===== src/rtl/capture_pkg.sv =====
// Shared types for the acquisition sequencer.
package capture_pkg;

    typedef enum logic [2:0] {
        IDLE  = 3'd0,
        PRE   = 3'd1,
        ARMED = 3'd2,
        POST  = 3'd3,
        DONE  = 3'd4
    } cap_state_t;

endpackage


===== src/rtl/capture_ctrl.sv =====
// Acquisition sequencer for the circular sample RAM: pre-fill, arm, trigger,
// post-trigger capture, then halt with the trigger address for readback.
module capture_ctrl
    import capture_pkg::*;
#(
    parameter int unsigned ADDR_W = 9
) (
    input  logic              clk,
    input  logic              rst_n,
    input  logic              run,
    input  logic              abort,
    input  logic              smpl_en,
    input  logic              trig,
    input  logic [ADDR_W-1:0] trig_pos,
    output logic              we,
    output logic [ADDR_W-1:0] waddr,
    output logic [ADDR_W-1:0] trig_addr,
    output logic              armed,
    output logic              triggered,
    output logic              capture_done,
    output logic              busy
);

    localparam int unsigned ENTRIES = 2 ** ADDR_W;
    localparam int unsigned CNT_W   = ADDR_W + 1;

    cap_state_t        state_q;
    cap_state_t        state_d;
    logic [CNT_W-1:0]  pre_cnt;
    logic [ADDR_W-1:0] post_cnt;
    logic [ADDR_W-1:0] trig_pos_q;
    logic [CNT_W-1:0]  pre_target;
    logic              pre_hit;
    logic              post_hit;
    logic              restart;
    logic              trig_accept;

    // Pre-fill length is ENTRIES - trig_pos so the window holds a full buffer.
    assign pre_target  = CNT_W'(ENTRIES) - {1'b0, trig_pos_q};
    assign pre_hit     = (pre_cnt + CNT_W'(1)) == pre_target;
    assign post_hit    = post_cnt == (trig_pos_q - ADDR_W'(1));
    assign restart     = run && !abort;
    assign trig_accept = (state_q == ARMED) && trig && !run && !abort;

    // State register
    always_ff @(posedge clk or negedge rst_n) begin
        if (!rst_n) begin
            state_q <= IDLE;
        end else begin
            state_q <= state_d;
        end
    end

    // Next-state logic; abort overrides run, both override the sequence
    always_comb begin
        state_d = state_q;
        case (state_q)
            IDLE:    state_d = IDLE;
            PRE:     if (smpl_en && pre_hit) state_d = ARMED;
            ARMED:   if (trig) state_d = (trig_pos_q == '0) ? DONE : POST;
            POST:    if (smpl_en && post_hit) state_d = DONE;
            DONE:    state_d = DONE;
            default: state_d = IDLE;
        endcase
        if (run)   state_d = PRE;
        if (abort) state_d = IDLE;
    end

    // Combinational outputs decoded from the registered state
    always_comb begin
        busy = 1'b0;
        we   = 1'b0;
        if (state_q == PRE || state_q == ARMED || state_q == POST) begin
            busy = 1'b1;
        end
        we = smpl_en && busy;
    end

    // Address, counters and registered status
    always_ff @(posedge clk or negedge rst_n) begin
        if (!rst_n) begin
            waddr        <= '0;
            trig_addr    <= '0;
            pre_cnt      <= '0;
            post_cnt     <= '0;
            trig_pos_q   <= '0;
            armed        <= 1'b0;
            triggered    <= 1'b0;
            capture_done <= 1'b0;
        end else begin
            armed        <= (state_d == ARMED);
            capture_done <= (state_d == DONE);
            if (restart) begin
                waddr      <= '0;
                pre_cnt    <= '0;
                post_cnt   <= '0;
                trig_pos_q <= trig_pos;
            end else begin
                if (we) begin
                    waddr <= waddr + ADDR_W'(1);
                end
                if (state_q == PRE && we) begin
                    pre_cnt <= pre_cnt + CNT_W'(1);
                end
                if (trig_accept) begin
                    post_cnt <= '0;
                end else if (state_q == POST && we) begin
                    post_cnt <= post_cnt + ADDR_W'(1);
                end
                // A sample strobed with the trigger belongs to the pre-trigger window
                if (trig_accept) begin
                    trig_addr <= smpl_en ? waddr + ADDR_W'(1) : waddr;
                end
            end
            if (run || abort) begin
                triggered <= 1'b0;
            end else if (trig_accept) begin
                triggered <= 1'b1;
            end
        end
    end

endmodule


===== config.mk =====
export PLATFORM = sky130hd
export DESIGN_NAME = capture_ctrl
export DESIGN_NICKNAME = d
export VERILOG_FILES = /design/src/rtl/capture_pkg.sv /design/src/rtl/capture_ctrl.sv
export SDC_FILE = /design/constraint.sdc
export NUM_CORES = 1
export LEC_CHECK = 0
export BUFFER_PORTS_ARGS = -buffer_cell sky130_fd_sc_hd__buf_2
export CAP_MARGIN = 10
export CORE_ASPECT_RATIO = 1.2
export CORE_UTILIZATION = 51
export DETAILED_ROUTE_END_ITERATION = 16
export GPL_ROUTABILITY_DRIVEN = 1
export PLACE_DENSITY_LB_ADDON = 0.25
export RECOVER_POWER = 25
export REMOVE_ABC_BUFFERS = 1
export SLEW_MARGIN = 20
export SYNTH_ARGS = -nofsm -noshare
export SYNTH_HDL_FRONTEND = slang
export SYNTH_SLANG_ARGS = --single-unit

===== constraint.sdc =====
create_clock -name clk -period 2.4 [get_ports clk]
set_input_delay 0.72 -clock clk [delete_from_list [all_inputs] [get_ports clk]]
set_output_delay 0.72 -clock clk [all_outputs]
set_load 0.005 [all_outputs]

==> impl_metrics.yaml <==
run_status:
  outcome: "finished with violations"
  violations: "setup timing"
synthesis:
  synth_edf_count: 0
  async_reset_ff_share_pct: 100
  synth_top_area_share_pct: 40.7
  ys_warn_count: 0
  synth_cells: 329
  netlist_area_sq_mm: 0.00319
  synth.distinct_cells: 53
  synth_most_common_cell: "dfrtp_1"
  synth_area_leader_cell: "dfrtp_1"
  ys_seq_elements: 52
  synth_flop_cell: "dfrtp_1"
  synthTopCellsByCount: "52 x dfrtp_1, 36 x nor2_1, 34 x nand2_1, 32 x xor2_1, 24 x xnor2_1"
  yosysSeqAreaShare_pct: 40.7
  synth.avg_cell_area_sq_um: 9.71
  yosys-top-cells-area: "dfrtp_1 41%, xor2_1 8.8%, xnor2_1 6.6%"
placement:
  place.gp.congestion: 0.820
  place_hpwl_microns: 5300
  io_buffers: 37
  dp.cells: 458
finish:
  finish.utilization_pct: 62.9
  layout-drive-gt1-share_pct: 29.7
  nets: 408
  antenna_cells: 0
  area_delta_synth_final_pct: 19.1
  fin_cells: 469
clock_network:
  cts_sinks: 52
  clockRootBuffer: "clkbuf_8"
  cts.htree.levels: 2
  clk_path_buf_depth: 2
  clk_latency_ns: 0.30
  cts_tree: "done"
  cts_buffers: 5
  clkTransAtPathRegs_ns: 0.09
power:
  p_seq_share_pct: 49.3
  power.leakage_nw: 1.76
  p_int_mw: 1.36
  combPwrFrac_pct: 23.3
  power_density_mw_per_mm2: 502
  power.net_switching_uw: 549
  power_frac_clock_pct: 27.3
  peakVddDrop_uv: 337
  switching_share_pct: 28.7
critical_path:
  cp.arrival_ns: 2.71
  crit_type: "flop to flop"
  required_ns: 2.60
  worstSetupEndpointType: "flop"
  startpoint_type: "flop"
  critPathMaxFanout: 4
grt:
  grt_pass1_wl_microns: 11400
  gr-usage-all-layers_pct: 22.8
  grt_max_degree: 19
  grt_overflow: 0
  first_global_vias: 2490
  antenna_found_initial: 0
routing:
  totalWireLength_microns: 6920
  vias: 2511
  ant_nets: 0
  drt_iter0_drc: 101
  vias_per_cell: 5.35
  first_pass_iters: 4
  drc: 0
  wire_per_inst_microns: 14.7
flow_run:
  maxCapViolCount: 0
floorplan:
  fp.coreArea_sq_mm: 0.00605
  die_y_microns: 88.7
  start_util_pct: 52.8
  rows: 31
  io_pins: 38
  die_w_microns: 74.2
  die-area_sq_mm: 0.00659
timing:
  timing.hold.ws_ns: 0.483
  hold_viol: 0
  worst_slew_pin_slew_ns: 1.02
  final.period_utilization_pct: 105
  rsz0062_at_grt: "yes"
  fin_skew_ns: 0.00329
  setup_ws_ns: -0.114
  finalSetupViolations: 3
  fmax_ghz: 0.398
  drv_slew: 0
  slew_headroom_pct: 32.1
  period_minus_slack_ns: 2.51
min_path:
  hold_path_class: "flop to flop"
per-layer routing:
metal  up-vias  track usage [%]  share of wire [%]
met5         -                0                  0
met4         0             7.03                2.4
met3        15             3.42                3.0
met2        45             41.5                 52
met1      1208             27.5                 42
li1       1243                -                  -
worst max-delay path, stage by stage (launching register included):
cell      delay [ns]
dfrtp_1         0.41
buf_6           0.12
or4_4           0.54
o41ai_4         0.35
and3b_2         0.26
o21ai_2         0.09
o31ai_4         0.27
o211ai_2        0.12
a22o_1          0.24
state kept, by name (all words and copies together), names as in the netlist:
name	cells
armed	1
capture_done	1
post_cnt	9
pre_cnt	10
state_q	3
trig_addr	9
trig_pos_q	9
triggered	1
waddr	9
cell families (layout without fill, tap and decap cells):
group | count (synthesis) | in the layout | share of synthesized area (%)
buf+inv | 23 | 81 | 4.07
fa+ha+maj | 6 | 6 | 2.35
compound gates | 37 | 37 | 9.17
xor+xnor | 59 | 59 | 17.5
simple gates | 142 | 142 | 22.8
mux | 10 | 10 | 3.37
flops | 52 | 52 | 40.7
through the flow:
stage	cell area, sq um	power (mW)	TNS (ns)	worst slack [ns]
after floorplan	3080	1.19	-0.587	-0.205
after global placement	3580	1.35	-0.435	-0.155
after detailed placement	3580	1.36	-0.590	-0.204
after CTS	3700	1.90	-0.322	-0.121
after global routing	3800	2.00	-0.658	-0.211
final	3800	1.91	-0.258	-0.114
power by group through the flow:
stage,registers [mW],logic [mW],clock network (mW)
global route,0.947,0.482,0.574
floorplan,0.963,0.231,0
CTS,0.940,0.411,0.544
global placement,0.954,0.394,0
detailed placement,0.955,0.403,0
finish,0.942,0.446,0.522
area by class of cell:
cell class	instances	area [sq um]
fill	524	2250
tap	82	103
timing repair buffer	69	429
sequential	52	1300
clock buffer	6	82.6
multi-input combinational	254	1860
clock inverter	1	8.76
inverter	5	18.8
repair_timing:
item,4_1_cts,5_1_grt
setup buffers,2,2
setup endpoints to repair,3,5
pin swaps,3,7
hold buffers,0,0
resized for setup,3,21
worst paths after layout:
path                          startpoint             to  slack [ns]  cells after the start
max                        trig_pos_q[0]     state_q[0]       -0.11                      8
min                         trig_addr[8]   trig_addr[8]        0.48                      2
max reg2reg                trig_pos_q[0]     state_q[0]       -0.11                      8
min reg2reg                 trig_addr[8]   trig_addr[8]        0.48                      2
max in group asynchronous          rst_n     pre_cnt[9]        0.47                      2
min in group asynchronous          rst_n  trig_pos_q[5]        0.56                      1
cell usage in the layout, fill, tap and decap left out, drive strengths merged, types with 2 or more instances in the layout:
cell / synthesis / routed
nor4: 3 / 3
xnor3: 3 / 3
buf: 6 / 66
nor3: 10 / 10
or3: 4 / 4
nor2b: 2 / 2
a211oi: 2 / 2
mux2: 6 / 6
a21oi: 7 / 7
nand4: 16 / 16
and3: 9 / 9
mux2i: 4 / 4
nand2b: 2 / 2
inv: 5 / 5
clkbuf: 12 / 9
o211ai: 3 / 3
or4: 3 / 3
nor2: 36 / 36
o31ai: 2 / 2
dfrtp: 52 / 52
nand3: 8 / 8
and2b: 3 / 3
xor2: 32 / 32
o21ai: 16 / 16
a21o: 2 / 2
nand2: 34 / 34
and2: 4 / 4
nor3b: 3 / 3
xnor2: 24 / 24
ha: 6 / 6
Note: power is estimated with default switching activity, not from simulation.
